--- src/rtl/regfile_hilo.sv ---
// rtl/regfile_hilo.sv - GPR/HI/LO architectural state with EX/MEM/WB read forwarding
//
// Ports:
//   clk, rst            clock, synchronous active-high reset
//   wb_to_rf_bus        WB commit {we, waddr[4:0], wdata[31:0]}
//   hilo_wb_to_rf_bus   WB HI/LO write enables {hi_we, lo_we}
//   wb_hi_wdata         HI write data
//   wb_lo_wdata         LO write data
//   ex_we/waddr/wdata   EX-stage pending write, forwarding only
//   mem_we/waddr/wdata  MEM-stage pending write, forwarding only
//   raddr1/2, rdata1/2  combinational GPR read ports
//   hi_rdata, lo_rdata  combinational HI/LO reads with write-through
//   commit_cnt          count of committed non-r0 GPR writes (wraps)
module regfile_hilo #(
   parameter int WB_TO_RF_WD = 38,
   parameter int NREG        = 32
) (
   input  logic                   clk,
   input  logic                   rst,
   input  logic [WB_TO_RF_WD-1:0] wb_to_rf_bus,
   input  logic [1:0]             hilo_wb_to_rf_bus,
   input  logic [31:0]            wb_hi_wdata,
   input  logic [31:0]            wb_lo_wdata,
   input  logic                   ex_we,
   input  logic [4:0]             ex_waddr,
   input  logic [31:0]            ex_wdata,
   input  logic                   mem_we,
   input  logic [4:0]             mem_waddr,
   input  logic [31:0]            mem_wdata,
   input  logic [4:0]             raddr1,
   input  logic [4:0]             raddr2,
   output logic [31:0]            rdata1,
   output logic [31:0]            rdata2,
   output logic [31:0]            hi_rdata,
   output logic [31:0]            lo_rdata,
   output logic [31:0]            commit_cnt
);

   logic        wb_we;
   logic [4:0]  wb_waddr;
   logic [31:0] wb_wdata;
   logic        hi_we;
   logic        lo_we;

   assign wb_we    = wb_to_rf_bus[WB_TO_RF_WD-1];
   assign wb_waddr = wb_to_rf_bus[WB_TO_RF_WD-2:WB_TO_RF_WD-6];
   assign wb_wdata = wb_to_rf_bus[31:0];
   assign hi_we    = hilo_wb_to_rf_bus[1];
   assign lo_we    = hilo_wb_to_rf_bus[0];

   logic [31:0] gpr [NREG];
   logic [31:0] hi_q;
   logic [31:0] lo_q;

   always_ff @(posedge clk) begin
      if (rst) begin
         for (int i = 0; i < NREG; i++) begin
            gpr[i] <= 32'd0;
         end
         hi_q       <= 32'd0;
         lo_q       <= 32'd0;
         commit_cnt <= 32'd0;
      end else begin
         // r0 is never written, so its array entry stays zero from reset.
         if (wb_we && (wb_waddr != 5'd0)) begin
            gpr[wb_waddr] <= wb_wdata;
            commit_cnt    <= commit_cnt + 32'd1;
         end
         if (hi_we) begin
            hi_q <= wb_hi_wdata;
         end
         if (lo_we) begin
            lo_q <= wb_lo_wdata;
         end
      end
   end

   // Youngest producer wins: EX is newer than MEM, MEM newer than WB.
   // The r0 check comes first so forwarded writes to r0 never leak out.
   always_comb begin
      rdata1 = gpr[raddr1];
      if (raddr1 == 5'd0) begin
         rdata1 = 32'd0;
      end else if (ex_we && (ex_waddr == raddr1)) begin
         rdata1 = ex_wdata;
      end else if (mem_we && (mem_waddr == raddr1)) begin
         rdata1 = mem_wdata;
      end else if (wb_we && (wb_waddr == raddr1)) begin
         rdata1 = wb_wdata;
      end
   end

   always_comb begin
      rdata2 = gpr[raddr2];
      if (raddr2 == 5'd0) begin
         rdata2 = 32'd0;
      end else if (ex_we && (ex_waddr == raddr2)) begin
         rdata2 = ex_wdata;
      end else if (mem_we && (mem_waddr == raddr2)) begin
         rdata2 = mem_wdata;
      end else if (wb_we && (wb_waddr == raddr2)) begin
         rdata2 = wb_wdata;
      end
   end

   assign hi_rdata = hi_we ? wb_hi_wdata : hi_q;
   assign lo_rdata = lo_we ? wb_lo_wdata : lo_q;

endmodule

--- config.mk ---
export PLATFORM = sky130hd
export DESIGN_NAME = regfile_hilo
export DESIGN_NICKNAME = d
export VERILOG_FILES = /design/src/rtl/regfile_hilo.sv
export SDC_FILE = /design/constraint.sdc
export NUM_CORES = 2
export LEC_CHECK = 0
export BUFFER_PORTS_ARGS = -buffer_cell sky130_fd_sc_hd__buf_2
export CORE_MARGIN = 2
export CORE_UTILIZATION = 25
export DETAILED_ROUTE_END_ITERATION = 7
export REMOVE_ABC_BUFFERS = 1
export SETUP_SLACK_MARGIN = 0.02
export SLEW_MARGIN = 5
export SYNTH_ARGS = -nofsm -noshare
export SYNTH_HDL_FRONTEND = slang
export SYNTH_SLANG_ARGS = --single-unit
export TNS_END_PERCENT = 20
--- constraint.sdc ---
create_clock -name clk -period 4.46 [get_ports clk]
set_input_delay 0.892 -clock clk [delete_from_list [all_inputs] [get_ports clk]]
set_output_delay 0.892 -clock clk [all_outputs]
set_load 0.02 [all_outputs]
==> impl_results.rst <==
.. list-table::
   :header-rows: 1

   * - Metric
     - Value
   * - Outcome
     - complete, but fails checks
   * - Violations in the final reports
     - setup timing
   * - Comb pwr share
     - 15.0%
   * - CP arrival
     - 3620 ps
   * - Number of hold violations in the final report
     - 0
   * - Maximum fanout encountered on the critical timing path
     - 9
   * - Post-Synthesis Cell Area
     - 60300 sq um
   * - Routed length per placed instance
     - 30.6 microns
   * - Setup ws final
     - -48.3 ps
   * - Setup repair after global routing missed its margin
     - true
   * - Worst supply voltage drop on vdd
     - 0.000373 V
   * - Final Skew
     - 8.11 ps
   * - Slew Limit Headroom
     - 10.8%
   * - Most area-consuming cells after synthesis
     - edfxtp_1 51%, mux4_2 16%, and2_1 5.0%
   * - CP Data Required Time
     - 3570 ps
   * - Hold Crit Start
     - wb_to_rf_bus[14]
   * - Worst min-delay path category
     - input port to flop
   * - Max-Cap Viols
     - 0
   * - Number of design-rule violations left by the first detailed-router iteration
     - 6270
   * - Instance count of the mapped netlist
     - 4440
   * - Detailed-route via count
     - 45200
   * - Overall track demand over capacity in global routing
     - 19.8%
   * - Routability congestion estimate from global placement
     - 0.930
   * - Placeable Area
     - 240000 sq um
   * - Post-synth ARST share
     - 0%
   * - Total Power Consumption
     - 27.2 mW
   * - Non-filler cells, final
     - 8103
   * - Proportion of total power due to net switching
     - 28.0%
   * - Via density per instance
     - 5.57
   * - Dominant cell by count in the synthesized netlist
     - edfxtp_1
   * - Cell taking the most area after synthesis
     - edfxtp_1
   * - Pin count of the biggest net entering global routing
     - 109
   * - Maximum clock frequency
     - 0.222 GHz
   * - Max incr delay on CP
     - 810 ps
   * - Capturing element type of the critical path
     - primary output
   * - Top FF cell, synth
     - edfxtp_1
   * - Seq pwr share
     - 45.1%
   * - DRT antenna net count
     - 0
   * - Shortest clock period the worst path allows after layout
     - 4510 ps
   * - DIE AREA
     - 245000 sq um
   * - Pwr Density
     - 377 nW/um^2
   * - Most frequent cell on the critical path
     - buf_2
   * - Layout cell share with drive strength beyond 1
     - 31.3%
   * - Max Root-Sink Buffers
     - 3
   * - Combined buffer and inverter count along the critical path
     - 3
   * - Reg2reg start
     - commit_cnt[4]
   * - Critical path class
     - input port to primary output
   * - Sequential cell area fraction in the yosys report
     - 54.2%
   * - CTS Buf Count
     - 132
   * - Post-synth EDFFs
     - 1024
   * - Number of max-slew violations in the final report
     - 0
   * - Leakage power of the design
     - 24.5 nW
   * - Average instance area after synthesis
     - 13.6 sq um
   * - Most common library cells after synthesis
     - 1024 x edfxtp_1, 544 x nor3_1, 480 x and2_1
   * - Utilization after layout
     - 30.1%
   * - Launching element of the worst setup path
     - raddr2[4]
   * - Die width
     - 495 microns
   * - Internal portion of total power
     - 19.6 mW
   * - Final number of setup-violating endpoints
     - 3
   * - Series of cell instances along the critical path
     - buf_2, xnor2_1, nand2_1, or2_2, a311oi_1, o32ai_1, buf_4, buf_2
   * - Placed Instance Area
     - 67900 sq um
   * - Clock insertion delay at the later pin of the skew report
     - 790 ps
   * - Layout-stage area growth over the synthesis result
     - 19.7%
   * - Post-detailed-route DRC marker count
     - 0
   * - Number of placed instances, taps included
     - 7854
   * - Share of power burned in the clock network
     - 39.9%
   * - Total iterations of the first detailed-routing run
     - 8
   * - Initial antenna violation count
     - 38
   * - Number of storage elements in the synthesis netlist
     - 1120
   * - Slowest cell on the critical path
     - a311oi_1
   * - Area of all placed cells without fillers
     - 72200 sq um
   * - HPWL after detailed placement
     - 164000 microns
   * - Net load switching power
     - 7.63 mW
   * - Clock transition at the registers of the reported paths
     - 60 ps
   * - Starting utilization of the core area
     - 25.1%
   * - Routed Wire Length
     - 248000 microns
   * - Critical path launch point type
     - input port
   * - Remaining global-route overflow
     - 0
   * - Clock root buffer
     - clkbuf_16
   * - Number of buffers inserted by hold repair at cts
     - 0
   * - CTS tree
     - done
   * - H-tree Lvls
     - 4
   * - Setup slack after placement
     - -238 ps
   * - Clk sinks
     - 1120
   * - Cell Rows
     - 180
   * - Unique cell type count in the Yosys netlist
     - 62
   * - Wire length of the first global-routing pass
     - 345000 microns
   * - Boundary Pins
     - 352
   * - Slew at the pin with the worst max-slew slack
     - 1330 ps
   * - Total of buffers placed on input and output ports
     - 351
   * - Crit path max-delay family
     - compound AO/OA/AOI/OAI gates
   * - Filler cell count in the final layout
     - 23900
   * - Final Net Count
     - 4996
   * - Total of warnings raised by yosys
     - 0
   * - Share of the synthesized area in the top cell type
     - 51.0%
   * - Vert. Die Dim
     - 495 microns
   * - Total setup buffers inserted after CTS
     - 0
   * - Number of global-route vias before repair
     - 45100
   * - Final worst-path cycle share
     - 101%
[cell families after synthesis]
group | after synthesis | synth area share [%]
other | 1 | 0.00622
flip-flops | 1120 | 54.2
adder cells (fa/ha/maj) | 1 | 0.0207
AND/OR/NAND/NOR | 1461 | 13.4
AO/OA/AOI/OAI | 493 | 6.19
buffers and inverters | 591 | 4.23
XOR/XNOR | 45 | 0.653
multiplexers | 728 | 21.3
[worst register-to-register path, stage by stage, from the launching register on]
cell and delay (ps):
dfxtp_1 410, and4_1 310, nand4_1 470, or3_1 670
or4_1 550, a21oi_1 140
[per-layer routing]
layer,part of all wire [%],GRT usage [%],routed length (microns),vias to the layer above
met3,12,5.57,30400,866
li1,-,-,-,18200
met4,7.6,13.0,18700,30
met1,34,23.4,84400,22800
met5,0.081,0,200,-
met2,46,31.5,114000,3267
[stage by stage]
step	hold WS [ps]	setup TNS (ps)
after floorplan	545	-476370
after global placement	456	-647
after detailed placement	472	-712
after CTS	345	0
after global routing	392	0
final	418	-122
[power by group through the flow]
stage                     Combinational [mW]  Sequential [mW]  Clock, mW
after floorplan                         1.88             12.4          0
after global placement                  3.96             12.5          0
after detailed placement                3.98             12.5          0
after CTS                               4.00             12.3       11.0
after global routing                    4.17             12.4       11.4
final                                   4.08             12.3       10.9
[what timing repair did]
| item | CTS | global route |
|---|---|---|
| gates resized for setup | 6 | 5 |
| pin swaps | 0 | 1 |
| setup endpoints to repair | 7 | 21 |
| cloned | 0 | 0 |
[path summary, 6_finish.rpt]
kind / endpoint / slack [ps] / cells past startpoint
min reg2reg: commit_cnt[31] / 490 / 2
max reg2reg: commit_cnt[31] / 1840 / 5
max: rdata2[29] / -50 / 8
min: gpr[13][14] / 420 / 2
[placed cells by master, fill, tap and decap left out, drive strengths merged, types with 65 or more instances in the layout]
cell	n
edfxtp	1024
buf	731
nor3	544
and2	480
mux4	434
mux2i	179
clkbuf	166
mux2	115
dfxtp	96
nor2b	83
nor2	80
nand2	72
o21ai	65
inv	65
[state kept, by name (all words and copies together), names as in the netlist]
signal      cells
gpr          1024
lo_q           32
commit_cnt     32
hi_q           32
[cell type report]
cell class / instances / area, sq um / share of cell area [%]
flip-flops and latches: 1120 / 32700 / 45.2
clock inverters: 71 / 815 / 1.13
repair buffers: 731 / 5600 / 7.76
inverters: 58 / 218 / 0.301
clock buffers: 166 / 3440 / 4.77
multi-input cells: 2760 / 25400 / 35.2
well taps: 3185 / 3990 / 5.52
diodes: 12 / 30.0 / 0.0416
(Power assumes the default switching activity.)
